[src/rtl/serial_bit_source.sv]
// Parallel-to-serial bit source: words accepted over valid/ready are shifted out on x, DIV clocks per bit.
// Optional macro SERIAL_PARITY_EN appends an even-parity bit to every frame.
module serial_bit_source #(
   parameter int WIDTH     = 8,
   parameter int DIV       = 1,
   parameter int MSB_FIRST = 1
) (
   input  logic             clk,
   input  logic             reset,
   input  logic [WIDTH-1:0] din,
   input  logic             din_valid,
   output logic             din_ready,
   output logic             x,
   output logic             x_valid,
   output logic             busy,
   output logic             frame_done
);

`ifdef SERIAL_PARITY_EN
   localparam int FL = WIDTH + 1;
`else
   localparam int FL = WIDTH;
`endif
   localparam int IW = $clog2(FL);
   localparam int DW = (DIV > 1) ? $clog2(DIV) : 1;
   localparam logic [IW-1:0] IDX_LAST = IW'(FL - 1);
   localparam logic [DW-1:0] DIV_LAST = DW'(DIV - 1);

   typedef enum logic {IDLE, SHIFT} state_t;

   state_t           state_q, state_d;
   logic [WIDTH-1:0] word_q, word_d;
   logic [IW-1:0]    idx_q, idx_d;
   logic [DW-1:0]    div_q, div_d;
   logic             x_q, x_d;
   logic             x_valid_q, x_valid_d;
   logic             busy_q, busy_d;
   logic             frame_done_q, frame_done_d;
   logic             last_cycle;
   logic             accept;
   logic [(1<<IW)-1:0] frame_bits;
`ifdef SERIAL_PARITY_EN
   logic             parity_q, parity_d;
`endif

   assign last_cycle = (state_q == SHIFT) && (idx_q == IDX_LAST) && (div_q == DIV_LAST);
   assign din_ready  = !reset && ((state_q == IDLE) || last_cycle);
   assign accept     = din_valid && din_ready;

   // Frame bits in transmit order, padded to a power of two so idx selects without width games.
   generate
      for (genvar gi = 0; gi < (1 << IW); gi++) begin : g_bits
         if (gi < WIDTH) begin : g_data
            assign frame_bits[gi] = (MSB_FIRST != 0) ? word_d[WIDTH-1-gi] : word_d[gi];
         end
`ifdef SERIAL_PARITY_EN
         else if (gi == WIDTH) begin : g_par
            assign frame_bits[gi] = parity_d;
         end
`endif
         else begin : g_pad
            assign frame_bits[gi] = 1'b0;
         end
      end
   endgenerate

   always_comb begin
      state_d  = state_q;
      word_d   = word_q;
      idx_d    = idx_q;
      div_d    = div_q;
`ifdef SERIAL_PARITY_EN
      parity_d = parity_q;
`endif
      if (accept) begin
         state_d  = SHIFT;
         word_d   = din;
         idx_d    = '0;
         div_d    = '0;
`ifdef SERIAL_PARITY_EN
         parity_d = ^din;
`endif
      end else if (state_q == SHIFT) begin
         if (last_cycle) begin
            state_d = IDLE;
            idx_d   = '0;
            div_d   = '0;
         end else if (div_q == DIV_LAST) begin
            div_d = '0;
            idx_d = idx_q + 1'b1;
         end else begin
            div_d = div_q + 1'b1;
         end
      end
   end

   // Outputs are precomputed from next state so x/x_valid come straight from flops.
   always_comb begin
      busy_d       = (state_d == SHIFT);
      x_valid_d    = busy_d;
      x_d          = busy_d && frame_bits[idx_d];
      frame_done_d = last_cycle;
   end

   always_ff @(posedge clk or posedge reset) begin
      if (reset) begin
         state_q      <= IDLE;
         word_q       <= '0;
         idx_q        <= '0;
         div_q        <= '0;
         x_q          <= 1'b0;
         x_valid_q    <= 1'b0;
         busy_q       <= 1'b0;
         frame_done_q <= 1'b0;
`ifdef SERIAL_PARITY_EN
         parity_q     <= 1'b0;
`endif
      end else begin
         state_q      <= state_d;
         word_q       <= word_d;
         idx_q        <= idx_d;
         div_q        <= div_d;
         x_q          <= x_d;
         x_valid_q    <= x_valid_d;
         busy_q       <= busy_d;
         frame_done_q <= frame_done_d;
`ifdef SERIAL_PARITY_EN
         parity_q     <= parity_d;
`endif
      end
   end

   assign x          = x_q;
   assign x_valid    = x_valid_q;
   assign busy       = busy_q;
   assign frame_done = frame_done_q;

endmodule

[config.mk]
export PLATFORM = sky130hd
export DESIGN_NAME = serial_bit_source
export DESIGN_NICKNAME = d
export VERILOG_FILES = /design/src/rtl/serial_bit_source.sv
export SDC_FILE = /design/constraint.sdc
export NUM_CORES = 1
export LEC_CHECK = 0
export ABC_AREA = 1
export BUFFER_PORTS_ARGS = -buffer_cell sky130_fd_sc_hd__buf_2
export CAP_MARGIN = 20
export CORE_MARGIN = 2
export CORE_UTILIZATION = 40
export DETAILED_ROUTE_END_ITERATION = 10
export PLACE_DENSITY = 0.58
export SLEW_MARGIN = 15
export SYNTH_ARGS = -nofsm -noshare
export SYNTH_HDL_FRONTEND = slang
export SYNTH_SLANG_ARGS = --single-unit
export TNS_END_PERCENT = 50
[constraint.sdc]
create_clock -name clk -period 3.65 [get_ports clk]
set_clock_uncertainty 0.05 [all_clocks]
set_input_delay 0.5475 -clock clk [delete_from_list [all_inputs] [get_ports clk]]
set_output_delay 0.5475 -clock clk [all_outputs]
set_load 0.01 [all_outputs]
# Word-level counts from Yosys, hierarchy flattened
# Index checks and enable logic that the tools add are counted.
[word_totals] regBits=15 word_cells=34 out_inout_bits=5
[classes] magnitude_cmp=1 n_eq_ne=1 mux=14 add_sub_neg=2 reduce_logical=8 n_bitwise=2
[op_table] operator="3-bit 2-to-1 mux" count=4
[op_table] operator="1-bit 2-to-1 mux" count=8
[op_table] operator="8-bit 2-to-1 mux" count=1
[op_table] operator="1-bit logical AND" count=5
[op_table] operator="3-bit by 4-bit < comparator with 1-bit output (second input constant)" count=1
[op_table] operator="3-bit by 1-bit adder with 3-bit output (second input constant)" count=1
[op_table] operator="1-bit binary-select mux with 3-bit select" count=1
[op_table] operator="3-bit equality test (second input constant)" count=1
[op_table] operator="1-bit inverter" count=2
[op_table] operator="2-bit nonzero test" count=1
[op_table] operator="1-bit adder (second input constant)" count=1
[op_table] operator="1-bit logical NOT" count=1
[op_table] operator="1-bit logical OR" count=1

# Longest topological paths before layout
[logic_depth] word_depth=10 ltp_mapped=13

# Worst setup path before layout
# Ideal clock, no wire load.
[synth_path] path_type="input to register" start="input reset" end="register x_q, in the netlist x" slack_ns=1.778 stages=9 n_path_buf=1 arrival_time_ns=1.703 path_cell_list="inv_1 -> nand3_4 -> buf_12 -> nand2_2 -> nand2_2 -> nand2_1 -> nand3_1 -> a21oi_1 -> nor2_1"
[synth_via] elab_chain_len=7 word_cells_on_any_way=9 classes_between="5 x mux; 4 x reduce/logical"
[synth_rtl] item="start, declared" line_no="9" text="input logic reset,"
[synth_rtl] item="1-bit logical NOT (no line)"
[synth_rtl] item="1-bit logical AND" line_no="47" text="assign din_ready = !reset && ((state_q == IDLE) || last_cycle);"
[synth_rtl] item="1-bit logical AND" line_no="48" text="assign accept = din_valid && din_ready;"
[synth_rtl] item="8-bit 2-to-1 mux" line_no="75" text="if (accept) begin"
[synth_rtl] item="via word_d[3]" line_no="32" text="logic [WIDTH-1:0] word_q, word_d;"
[synth_rtl] item="1-bit binary-select mux with 3-bit select" line_no="101" text="x_d = busy_d && frame_bits[idx_d];"
[synth_rtl] item="1-bit 2-to-1 mux (not written as such)" line_no="101"
[synth_rtl] item="1-bit logical AND" line_no="101"
[synth_rtl] item="via x_d" line_no="35" text="logic x_q, x_d;"
[synth_rtl] item="end signal, assigned" line_no="111" text="x_q <= 1'b0;"
[synth_rtl] item="end signal, assigned" line_no="123" text="x_q <= x_d;"
[synth_rtl] item="end, declared" line_no="35"
# The timed path passes the listed nets, and every way through them passes these cells. The select of a mux whose other input is x is not followed.
# A chain may end at the register's enable or synchronous reset.

# Worst setup path after layout
[layout_path] start="register idx_q[0]" end="output din_ready"
[layout_via] elab_chain_len=5
[layout_rtl] item="start, declared" line_no="33" text="logic [IW-1:0] idx_q, idx_d;"
[layout_rtl] item="start signal, assigned" line_no="121" text="idx_q <= idx_d;"
[layout_rtl] item="3-bit equality test" line_no="46" text="assign last_cycle = (state_q == SHIFT) && (idx_q == IDX_LAST) && (div_q == DIV_LAST);"
[layout_rtl] item="1-bit logical AND (2 in series)" line_no="46"
[layout_rtl] item="1-bit logical OR" line_no="47"
[layout_rtl] item="1-bit logical AND" line_no="47"
[layout_rtl] item="end, declared" line_no="12" text="output logic din_ready,"
# No other way between the ends.

==> flow_metrics.py <==
metrics = {
    "detailed_routing": {
        "viasPerCell": 4.62,
        "post_drt_wl_per_cell_um": 11.5,
        "drtAntennaViolNets": 0,
        "drt_first_pass_iters": 2,
        "drc": 0,
        "first_iter_violations": 9,
        "wirelength_um": 1400,
        "num_vias": 564,
    },
    "timing": {
        "tightest_slew_ns": 0.361,
        "hold_viol": 0,
        "period_share_pct": 58.8,
        "period_needed_ns": 2.15,
        "max_clock_freq_mhz": 466,
        "finalSetupViolCount": 0,
        "max_slew_margin_pct": 75.9,
        "rsz0062_at_grt": "no",
        "maxSlewViolCount": 0,
        "final.setup.tns_ns": 0,
    },
    "grt": {
        "grtUsageTotal_pct": 15.7,
        "grt_overflow": 0,
        "grt_pass1_wl_um": 2300,
        "grt_pass1_vias": 520,
        "antenna_found_initial": 0,
        "grt_max_degree": 15,
    },
    "finish": {
        "final_core_util_pct": 49.7,
        "seqCellArea_um2": 350,
        "antenna_cells": 0,
        "multiInputGateArea_um2": 313,
        "drive_above_1_share_pct": 33.0,
        "nFillCells": 177,
        "fin_nets": 111,
        "postLayoutCellArea_um2": 858,
        "area_growth_pct": 16.7,
    },
    "power_and_ir_drop": {
        "p_per_area_mw_per_mm2": 871,
        "ir_worst_vdd_mv": 0.382,
        "leakage_uw": 0.000474,
        "finalPower_uw": 747,
    },
    "floorplan": {
        "initial_core_util_pct": 42.6,
        "std_cell_rows": 15,
        "die_x_um": 46.9,
        "die_h_um": 46.9,
        "die-area_mm2": 0.00220,
        "ios": 16,
        "core_area_mm2": 0.00173,
    },
    "synth": {
        "syn-instance-count": 79,
        "ys_warn_count": 0,
        "synth-edff-count": 0,
        "ys_seq_area_share_pct": 47.6,
        "synth_cell_types": 18,
        "netlist_area_um2": 736,
        "syn_area_per_cell_um2": 9.31,
        "synth_ff_type": "dfrtp_1",
        "synth.top_cells.by_area": "dfrtp_1 48%, nand2_1 10%, inv_1 6.1%",
        "synth_top_area_cell": "dfrtp_1",
        "ys_ff_latch": 14,
        "synth-async-reset-ratio_pct": 100,
        "ys_top_cells_by_count": "20 x nand2_1, 14 x dfrtp_1, 12 x inv_1",
        "syn_nets": 92,
        "yosysMostFrequentCell": "nand2_1",
        "synth.top_cell.area_share_pct": 47.6,
    },
    "clocking": {
        "htreeDepth": 1,
        "clockRootBuffer": "clkbuf_4",
        "hold_buffers": 0,
        "cts_made_buffers": 3,
        "cts_num_sinks": 14,
        "cts_resized": 0,
        "clk_path_buf_depth": 2,
        "cts_setup_buffers": 0,
        "cts_tree": "yes",
        "clkLatencyLatePin_ns": 0.29,
        "path_clk_slew_ns": 0.08,
    },
    "placement": {
        "post-dp-hpwl_um": 1020,
        "io_buffers": 15,
        "place_area_um2": 822,
        "place_congestion": 0.818,
    },
    "worst_setup_path": {
        "cp.arrival_ns": 1.55,
        "critPathMaxFanout": 9,
        "path_class": "reg2out",
        "end_kind": "primary output",
        "cp.required_ns": 3.05,
        "start_kind": "flop",
    },
    "outcome": {
        "status": "completed",
    },
    "job": {
        "maxCapViolCount": 0,
    },
    "min_path": {
        "hp-class": "in2async",
    },
}
## per-stage QoR
step           instances  hold slack [ns]  setup WS (ns)
2_1_floorplan         79            0.388           1.78
3_3_place_gp         118            0.421           1.78
6_report             122            0.168           1.50
3_5_place_dp         118            0.412           1.76
5_1_grt              122            0.191           1.41
4_1_cts              122            0.174           1.49
## path summary, 6_finish.rpt
check	startpoint	to	slack (ns)	cells after the start
worst max-delay path	idx_q[0]$_DFF_PP0_	din_ready	1.50	7
worst min-delay path	reset	idx_q[0]$_DFF_PP0_	0.17	2
min in group clk	word_q[5]$_DFF_PP0_	word_q[5]$_DFF_PP0_	0.43	2
worst max register to register	idx_q[0]$_DFF_PP0_	x$_DFF_PP0_	1.77	12
max in group asynchronous	reset	word_q[1]$_DFF_PP0_	2.90	3
worst min register to register	word_q[5]$_DFF_PP0_	word_q[5]$_DFF_PP0_	0.43	2
## layer usage
metal  vias to the layer above  share of wire (%)  track usage (%)
li1                        289                  -                -
met4                         0                3.1             10.0
met3                         5                4.4             2.69
met2                        12                 49             26.3
met5                         -                  0                0
met1                       258                 44             18.6
## where the power goes
part / total [µW] / switching (µW) / internal [µW] / leakage, µW
registers: 266 / 39.2 / 227 / 0.000170
logic: 366 / 221 / 145 / 0.000283
clock network: 116 / 54.6 / 60.9 / 0.0000210
total: 747 / 315 / 433 / 0.000474
## cell usage in the layout, fill, tap and decap left out
| cell type | Yosys | routed |
|---|---|---|
| nand3_4 | 1 | 1 |
| nand2_4 | 1 | 1 |
| nand2_1 | 20 | 20 |
| nand2_2 | 5 | 5 |
| nand4_1 | 5 | 5 |
| clkbuf_8 | 0 | 1 |
| a21oi_1 | 2 | 2 |
| inv_1 | 12 | 12 |
| a21boi_4 | 1 | 1 |
| nand3_2 | 1 | 1 |
| o21ai_0 | 2 | 2 |
| mux2_2 | 3 | 3 |
| ha_1 | 2 | 2 |
| and2_1 | 1 | 1 |
| clkbuf_4 | 0 | 3 |
| nor2_1 | 2 | 2 |
| nand3_1 | 5 | 5 |
| dfrtp_1 | 14 | 14 |
| buf_2 | 0 | 15 |
| buf_4 | 1 | 1 |
## cell families after synthesis
group | Yosys count | share of synthesized area (%)
compound gates | 5 | 5.27
fa+ha+maj | 2 | 3.40
buf+inv | 14 | 9.86
flops | 14 | 47.6
mux | 3 | 4.59
simple gates | 41 | 29.3
## flip-flops by register name (all words and copies together), names as in the netlist
register and cells:
frame_done 1, idx_q 3, word_q 8, busy 1, x 1
## worst max-delay path, stage by stage, from the launching register on
cell and delay [ns]:
dfrtp_1 0.41, ha_1 0.20, ha_1 0.19, inv_1 0.09, nand2_4 0.11, inv_1 0.10
nor2_1 0.04, buf_2 0.13
## final cells by class
type | instances | area share [%]
repair buffers | 16 | 9.62
multi-input cells | 51 | 36.4
inverters | 12 | 5.25
flip-flops and latches | 14 | 40.8
clock buffers | 4 | 4.23
well taps | 25 | 3.64
(Power assumes the default switching activity.)
